===== src/rtl/lighthouse_pkg.sv =====
// Shared constants, state encoding and helpers for the Lighthouse pulse decoder.
// Tick thresholds are stated at 48 MHz and rescaled to the actual clock by scale_ticks().
package lighthouse_pkg;

    localparam int REF_CLK_HZ       = 48_000_000;
    localparam int WIDTH_W          = 14;
    localparam int TICK_W           = 20;

    localparam int SWEEP_MAX_W_48M  = 2000;
    localparam int SYNC_MIN_W_48M   = 2750;
    localparam int SYNC_STEP_48M    = 500;
    localparam int SYNC_MAX_W_48M   = 6749;
    localparam int SYNC_WINDOW_48M  = 24_000;

    typedef logic [1:0] state_t;
    localparam state_t ST_IDLE = 2'd0;
    localparam state_t ST_ARM  = 2'd1;
    localparam state_t ST_LOW  = 2'd2;
    localparam state_t ST_HIGH = 2'd3;

    function automatic int scale_ticks(int base, int clk_hz);
        longint prod;
        prod = longint'(base) * longint'(clk_hz);
        return int'(prod / longint'(REF_CLK_HZ));
    endfunction

    // Sync code n = (w - min_w) / step, done as a compare ladder instead of a divider.
    function automatic logic [2:0] sync_code(logic [WIDTH_W-1:0] w, int min_w, int step);
        logic [2:0] n;
        n = 3'd0;
        for (int i = 1; i < 8; i++) begin
            if (int'(w) >= min_w + i * step) n = 3'(i);
        end
        return n;
    endfunction

endpackage


===== src/rtl/pulse_width_meter.sv =====
// Synchronizes the TS4231 envelope line, flags its edges and counts high-time in ticks.
// ready rises once the synchronizer holds a real sample after reset.
module pulse_width_meter
    import lighthouse_pkg::*;
(
    input  logic               clock,
    input  logic               reset,
    input  logic               envelope_input,
    output logic               env_s,
    output logic               ready,
    output logic               rise,
    output logic               fall,
    output logic [WIDTH_W-1:0] width
);

    logic               sync1_q, sync1_d;
    logic               sync2_q, sync2_d;
    logic               prev_q, prev_d;
    logic [1:0]         ready_q, ready_d;
    logic [WIDTH_W-1:0] width_q, width_d;

    assign env_s = sync2_q;
    assign ready = ready_q[1];
    assign rise  = sync2_q & ~prev_q;
    assign fall  = ~sync2_q & prev_q;
    assign width = width_q;

    // The rising-edge cycle is itself the first high tick, so the count restarts at 1.
    always_comb begin
        sync1_d = envelope_input;
        sync2_d = sync1_q;
        prev_d  = sync2_q;
        ready_d = {ready_q[0], 1'b1};
        width_d = width_q;
        if (rise) begin
            width_d = {{(WIDTH_W-1){1'b0}}, 1'b1};
        end else if (sync2_q && (width_q != {WIDTH_W{1'b1}})) begin
            width_d = width_q + {{(WIDTH_W-1){1'b0}}, 1'b1};
        end
    end

    always_ff @(posedge clock) begin
        if (reset) begin
            sync1_q <= 1'b0;
            sync2_q <= 1'b0;
            prev_q  <= 1'b0;
            ready_q <= 2'b00;
            width_q <= '0;
        end else begin
            sync1_q <= sync1_d;
            sync2_q <= sync2_d;
            prev_q  <= prev_d;
            ready_q <= ready_d;
            width_q <= width_d;
        end
    end

endmodule


===== src/rtl/lighthouse_pulse_decoder.sv =====
// Classifies Lighthouse envelope pulses into sync (OOTX bit, axis, skip) and sweep events,
// reporting sweep timing relative to the latest non-skip sync.
module lighthouse_pulse_decoder
    import lighthouse_pkg::*;
#(
    parameter int CLK_FREQ_HZ   = 48_000_000,
    parameter int SWEEP_TIMEOUT = 400_000
) (
    input  logic        clock,
    input  logic        reset,
    input  logic        allow_capture,
    input  logic        envelope_input,
    output logic        sweep_valid,
    output logic [19:0] sweep_ticks,
    output logic        sweep_axis,
    output logic        sweep_lh,
    output logic        ootx_valid,
    output logic        ootx_bit,
    output logic        ootx_lh,
    output logic        pulse_error,
    output logic [1:0]  state_dbg
);

    localparam int SWEEP_MAX = scale_ticks(SWEEP_MAX_W_48M, CLK_FREQ_HZ);
    localparam int SYNC_MIN  = scale_ticks(SYNC_MIN_W_48M, CLK_FREQ_HZ);
    localparam int SYNC_STEP = scale_ticks(SYNC_STEP_48M, CLK_FREQ_HZ);
    localparam int SYNC_MAX  = scale_ticks(SYNC_MAX_W_48M, CLK_FREQ_HZ);
    localparam logic [TICK_W-1:0] WINDOW_T  = TICK_W'(scale_ticks(SYNC_WINDOW_48M, CLK_FREQ_HZ));
    localparam logic [TICK_W-1:0] TIMEOUT_T = TICK_W'(SWEEP_TIMEOUT);
    localparam logic [TICK_W-1:0] ONE_T     = {{(TICK_W-1){1'b0}}, 1'b1};

    logic               env_s, ready, rise, fall;
    logic [WIDTH_W-1:0] width;

    pulse_width_meter u_meter (
        .clock          (clock),
        .reset          (reset),
        .envelope_input (envelope_input),
        .env_s          (env_s),
        .ready          (ready),
        .rise           (rise),
        .fall           (fall),
        .width          (width)
    );

    state_t            state_q, state_d;
    logic [TICK_W-1:0] since_q, since_d, age_q, age_d;
    logic [TICK_W-1:0] rise_off_q, rise_off_d, rise_age_q, rise_age_d;
    logic              prev_valid_q, prev_valid_d;
    logic              armed_q, armed_d, armed_axis_q, armed_axis_d, armed_lh_q, armed_lh_d;
    logic              sweep_valid_q, sweep_valid_d, sweep_axis_q, sweep_axis_d;
    logic              sweep_lh_q, sweep_lh_d;
    logic [TICK_W-1:0] sweep_ticks_q, sweep_ticks_d;
    logic              ootx_valid_q, ootx_valid_d, ootx_bit_q, ootx_bit_d, ootx_lh_q, ootx_lh_d;
    logic              pulse_error_q, pulse_error_d;

    logic              classify, is_sweep, is_sync, sync_index, timeout;
    logic [2:0]        code;
    logic [TICK_W-1:0] width_plus1;

    // ARM waits for a settled low line so a pulse already in flight is never measured.
    always_comb begin
        state_d = state_q;
        if (!allow_capture) begin
            state_d = ST_IDLE;
        end else begin
            case (state_q)
                ST_IDLE: state_d = ST_ARM;
                ST_ARM:  if (ready && !env_s) state_d = ST_LOW;
                ST_LOW:  if (rise) state_d = ST_HIGH;
                ST_HIGH: if (fall) state_d = ST_LOW;
                default: state_d = ST_IDLE;
            endcase
        end
    end

    assign classify    = fall && (state_q == ST_HIGH);
    assign is_sweep    = int'(width) < SWEEP_MAX;
    assign is_sync     = (int'(width) >= SYNC_MIN) && (int'(width) <= SYNC_MAX);
    assign code        = sync_code(width, SYNC_MIN, SYNC_STEP);
    assign sync_index  = prev_valid_q && (rise_age_q <= WINDOW_T);
    assign timeout     = armed_q && (since_q == TIMEOUT_T);
    // At the falling edge the pulse's rise lies width ticks back; the reload value is for the next cycle.
    assign width_plus1 = {{(TICK_W-WIDTH_W){1'b0}}, width} + ONE_T;

    always_comb begin
        since_d       = (since_q == TIMEOUT_T) ? since_q : since_q + ONE_T;
        age_d         = (&age_q) ? age_q : age_q + ONE_T;
        rise_off_d    = rise_off_q;
        rise_age_d    = rise_age_q;
        prev_valid_d  = prev_valid_q;
        armed_d       = armed_q;
        armed_axis_d  = armed_axis_q;
        armed_lh_d    = armed_lh_q;
        sweep_valid_d = 1'b0;
        sweep_ticks_d = sweep_ticks_q;
        sweep_axis_d  = sweep_axis_q;
        sweep_lh_d    = sweep_lh_q;
        ootx_valid_d  = 1'b0;
        ootx_bit_d    = ootx_bit_q;
        ootx_lh_d     = ootx_lh_q;
        pulse_error_d = 1'b0;

        if (rise && (state_q == ST_LOW)) begin
            rise_off_d = since_q;
            rise_age_d = age_q;
        end
        if (timeout) begin
            armed_d       = 1'b0;
            pulse_error_d = 1'b1;
        end
        if (classify) begin
            if (is_sweep) begin
                if (armed_q && !timeout) begin
                    sweep_valid_d = 1'b1;
                    sweep_ticks_d = rise_off_q + {{(TICK_W-WIDTH_W+1){1'b0}}, width[WIDTH_W-1:1]};
                    sweep_axis_d  = armed_axis_q;
                    sweep_lh_d    = armed_lh_q;
                    armed_d       = 1'b0;
                end
            end else if (is_sync) begin
                ootx_valid_d = 1'b1;
                ootx_bit_d   = code[1];
                ootx_lh_d    = sync_index;
                age_d        = width_plus1;
                prev_valid_d = 1'b1;
                if (!code[2]) begin
                    armed_d      = 1'b1;
                    armed_axis_d = code[0];
                    armed_lh_d   = sync_index;
                    since_d      = width_plus1;
                end
            end else begin
                pulse_error_d = 1'b1;
            end
        end
    end

    always_ff @(posedge clock) begin
        if (reset) begin
            state_q       <= ST_IDLE;
            since_q       <= '0;
            age_q         <= '0;
            rise_off_q    <= '0;
            rise_age_q    <= '0;
            prev_valid_q  <= 1'b0;
            armed_q       <= 1'b0;
            armed_axis_q  <= 1'b0;
            armed_lh_q    <= 1'b0;
            sweep_valid_q <= 1'b0;
            sweep_ticks_q <= '0;
            sweep_axis_q  <= 1'b0;
            sweep_lh_q    <= 1'b0;
            ootx_valid_q  <= 1'b0;
            ootx_bit_q    <= 1'b0;
            ootx_lh_q     <= 1'b0;
            pulse_error_q <= 1'b0;
        end else begin
            state_q       <= state_d;
            since_q       <= since_d;
            age_q         <= age_d;
            rise_off_q    <= rise_off_d;
            rise_age_q    <= rise_age_d;
            prev_valid_q  <= prev_valid_d;
            armed_q       <= armed_d;
            armed_axis_q  <= armed_axis_d;
            armed_lh_q    <= armed_lh_d;
            sweep_valid_q <= sweep_valid_d;
            sweep_ticks_q <= sweep_ticks_d;
            sweep_axis_q  <= sweep_axis_d;
            sweep_lh_q    <= sweep_lh_d;
            ootx_valid_q  <= ootx_valid_d;
            ootx_bit_q    <= ootx_bit_d;
            ootx_lh_q     <= ootx_lh_d;
            pulse_error_q <= pulse_error_d;
        end
    end

    assign sweep_valid = sweep_valid_q;
    assign sweep_ticks = sweep_ticks_q;
    assign sweep_axis  = sweep_axis_q;
    assign sweep_lh    = sweep_lh_q;
    assign ootx_valid  = ootx_valid_q;
    assign ootx_bit    = ootx_bit_q;
    assign ootx_lh     = ootx_lh_q;
    assign pulse_error = pulse_error_q;
    assign state_dbg   = state_q;

endmodule

===== config.mk =====
export PLATFORM = sky130hd
export DESIGN_NAME = lighthouse_pulse_decoder
export DESIGN_NICKNAME = d
export VERILOG_FILES = /design/src/rtl/lighthouse_pkg.sv /design/src/rtl/pulse_width_meter.sv /design/src/rtl/lighthouse_pulse_decoder.sv
export SDC_FILE = /design/constraint.sdc
export NUM_CORES = 1
export LEC_CHECK = 0
export BUFFER_PORTS_ARGS = -buffer_cell sky130_fd_sc_hd__buf_2
export CAP_MARGIN = 10
export CORE_MARGIN = 2
export CORE_UTILIZATION = 62
export CTS_BUF_LIST = sky130_fd_sc_hd__clkbuf_16
export DETAILED_ROUTE_END_ITERATION = 7
export PLACE_DENSITY = 0.77
export SLEW_MARGIN = 0
export SYNTH_ARGS = -nofsm -noshare
export SYNTH_HDL_FRONTEND = slang
export SYNTH_SLANG_ARGS = --single-unit

===== constraint.sdc =====
create_clock -name clock -period 3.34 [get_ports clock]
set_input_delay 0.835 -clock clock [delete_from_list [all_inputs] [get_ports clock]]
set_output_delay 0.835 -clock clock [all_outputs]
set_load 0.01 [all_outputs]

==> flow_metrics.py <==
metrics = {
    "timing": {
        "finalClockSkew_ns": 0.00826,
        "finalHoldViolations": 0,
        "worst_pin_slew_ns": 0.827,
        "slew_headroom_pct": 44.8,
        "drv_slew": 0,
        "fin_crit_ns": 2.89,
        "final-setup-viol-count": 0,
        "fin_tns_setup_ns": 0,
        "setup_slack_ns": 0.451,
        "fin_crit_sh_pct": 86.5,
        "fmax_mhz": 346,
        "rsz0062_at_grt": "no",
    },
    "yosys": {
        "avgSynthCellArea_sq_um": 7.92,
        "yosys.cell_types.count": 77,
        "synth_edf_count": 0,
        "netlist_instances": 861,
        "synth-main-ff-cell": "dfxtp_1",
        "yosys_warnings": 0,
        "synth_area_sq_um": 6820,
        "synth-async-reset-ratio_pct": 0,
        "ys_ff_latch": 132,
        "syn-num-nets": 885,
        "yosysSeqAreaShare_pct": 38.7,
    },
    "final_layout": {
        "n_antenna_cell": 0,
        "multi_input_area_sq_um": 3880,
        "fill_cells": 852,
        "drive_gt1_share_pct": 10.1,
        "seq_area_sq_um": 2640,
        "area_delta_synth_final_pct": 11.5,
        "final_cell_mix": "148 x nand2_1, 132 x dfxtp_1, 85 x nor2_1, 81 x a21oi_1",
        "layout_commonest_cell": "nand2_1",
        "nets": 899,
    },
    "setup_path": {
        "criticalPathCategory": "reg2reg",
        "crit_buf_inv": 0,
        "start_kind": "flip-flop",
        "cp.depth": 6,
        "worstPathArrival_ns": 3.20,
        "critical_path_required_ns": 3.65,
        "cp_top_family": "simple AND/OR/NAND/NOR gates",
        "cp_max_fo": 23,
        "cp-end-kind": "flip-flop",
        "cp_cell_sequence": "nor3_1 > o31ai_1 > nor2_1 > and3b_1 > nand2_1 > o41ai_1",
        "reg2reg_depth": 6,
        "max_stage_delay_ns": 0.75,
        "slowest_stage": "and3b_1",
    },
    "power": {
        "swShare_pct": 22.5,
        "switchingPower_mw": 0.782,
        "pwr-share-seq_pct": 46.1,
        "combPwrFrac_pct": 2.2,
        "p_int_mw": 2.70,
        "peakVddDrop_mv": 0.377,
        "clkPwrFrac_pct": 51.7,
        "p_leak_nw": 2.77,
        "p_per_area_nw_per_um2": 457,
    },
    "clock_tree": {
        "clock_latency_ns": 0.42,
        "cts_root_buf": "clkbuf_16",
        "cts_tree": "done",
        "cts_hold_buf": 0,
        "numClockSinks": 132,
        "h-tree-depth": 4,
        "clkTransAtPathRegs_ns": 0.06,
        "cts_buffer_depth": 2,
        "post_cts_buffers": 0,
        "cts_resized": 0,
        "numCtsBuffers": 17,
    },
    "route": {
        "vias": 6326,
        "wl_microns": 18300,
        "routedWlPerCell_microns": 17.8,
        "first_pass_iters": 6,
        "drtIter0Drc": 582,
        "drtAntennaViolNets": 0,
        "via_per_inst": 6.15,
        "post-route-drc-count": 0,
    },
    "grt": {
        "grt_max_degree": 60,
        "grt-ovfl-total": 0,
        "grt_pass1_wl_microns": 29600,
        "grt_pass1_vias": 5823,
        "grt_util_all_layers_pct": 32.5,
        "antenna_found_initial": 0,
    },
    "placed_design": {
        "routabilityCongestion": 0.979,
        "port_buffers": 32,
        "pre_cts_ws_ns": 0.509,
        "hpwlAfterDp_microns": 12800,
    },
    "run": {
        "cap_violations": 0,
    },
    "floorplan": {
        "ioPinCount": 33,
        "fp.dieW_microns": 109,
        "rows": 38,
        "die-area_sq_um": 11900,
        "core_sq_um": 10800,
        "die_h_microns": 109,
        "initial_utilization_pct": 63.2,
    },
    "min_path": {
        "hold_path.class": "reg2reg",
        "hold_path_depth": 1,
    },
    "run_status": {
        "status": "finished, final reports clean",
    },
}
## cells in the mapped netlist (3+ instances only)
cell type | n | area (sq um)
xor2_1 | 35 | 307
or2_2 | 4 | 25.0
mux2i_1 | 5 | 50.1
o21ai_1 | 7 | 35.0
clkbuf_1 | 33 | 124
a31oi_1 | 6 | 37.5
nor3_1 | 35 | 175
nand2_1 | 148 | 556
nand3b_1 | 3 | 22.5
o21ai_0 | 17 | 85.1
inv_1 | 19 | 71.3
a41oi_1 | 3 | 26.3
o21a_1 | 4 | 30.0
dfxtp_1 | 132 | 2640
and3_1 | 9 | 56.3
nor2b_1 | 5 | 31.3
nand2b_1 | 6 | 37.5
a21oi_1 | 81 | 405
a311oi_1 | 4 | 35.0
buf_6 | 4 | 45.0
a211oi_1 | 20 | 150
and2_1 | 5 | 31.3
and4_1 | 4 | 35.0
nand3_1 | 35 | 175
o211ai_1 | 4 | 30.0
buf_1 | 6 | 22.5
o31ai_1 | 3 | 22.5
nor2_1 | 85 | 319
xnor2_1 | 28 | 245
nor3b_1 | 3 | 22.5
ha_1 | 19 | 238
nand4_1 | 14 | 87.6
nor4_1 | 13 | 81.3
or3_1 | 4 | 25.0
buf_2 | 7 | 35.0
## final cells by class
| class | instances | area share, % |
|---|---|---|
| flip-flops and latches | 132 | 34.7 |
| multi-input cells | 657 | 50.9 |
| repair buffers | 47 | 3.62 |
| well taps | 140 | 2.30 |
| clock inverters | 15 | 1.83 |
| inverters | 20 | 0.987 |
| clock buffers | 17 | 5.59 |
## state kept, by name, indices dropped and copies added (netlist names), 2 cells and up
register / count
since_q: 20
u_meter.ready_q: 2
state_dbg: 2
age_q: 20
sweep_ticks: 20
rise_off_q: 20
rise_age_q: 20
u_meter.width: 14
## metal layers
metal | share of wire [%] | vias up | GRT usage, % | wire length (microns)
li1 | - | 3058 | - | -
met1 | 47 | 2993 | 44.8 | 8610
met2 | 44 | 239 | 49.8 | 8090
met3 | 6.5 | 36 | 7.23 | 1190
met4 | 2.2 | 0 | 11.6 | 400
met5 | 0 | - | 0 | 0
## power groups by stage
stage	clock (mW)	sequential, mW	combinational (mW)
CTS	1.81	1.60	0.0754
detailed placement	0	1.64	0.0750
global placement	0	1.64	0.0729
floorplan	0	1.63	0.0535
global route	1.88	1.60	0.0835
finish	1.80	1.60	0.0758
## metrics by stage
stage | cells | instance area, sq um | utilization, % | power [mW] | hold WS (ns)
finish | 1028 | 7610 | 70.5 | 3.48 | 0.442
CTS | 1028 | 7610 | 70.5 | 3.49 | 0.451
global route | 1028 | 7610 | 70.5 | 3.57 | 0.458
global placement | 996 | 7040 | 65.3 | 1.71 | 0.416
detailed placement | 996 | 7040 | 65.3 | 1.71 | 0.437
floorplan | 861 | 6820 | - | 1.69 | 0.414
## cells by family (layout without fill, tap and decap cells)
group / count (synthesis) / count (layout) / share of synthesized area (%)
buf+inv: 72 / 99 / 4.60
flops: 132 / 132 / 38.7
compound gates: 177 / 177 / 16.7
simple gates: 391 / 391 / 27.2
mux: 5 / 5 / 0.734
fa+ha+maj: 21 / 21 / 3.93
xor+xnor: 63 / 63 / 8.09
## worst reg2reg max path: cells and delay by family, from the launching register on
family           cells  cell delay, ns
AND/OR/NAND/NOR      4            1.67
AO/OA/AOI/OAI        2            0.60
flip-flops           1            0.51
## path summary, 6_finish.rpt
check / startpoint / end / slack [ns]
max: u_meter.width[11]$_SDFFE_PP0P_ / sweep_ticks[19]$_SDFFE_PP0P_ / 0.45
min: u_meter.ready_q[0]$_DFF_P_ / u_meter.ready_q[1]$_SDFF_PP0_ / 0.44
max reg2reg: u_meter.width[11]$_SDFFE_PP0P_ / sweep_ticks[19]$_SDFFE_PP0P_ / 0.45
min reg2reg: u_meter.ready_q[0]$_DFF_P_ / u_meter.ready_q[1]$_SDFF_PP0_ / 0.44
Power figures use the tool's default switching activity.
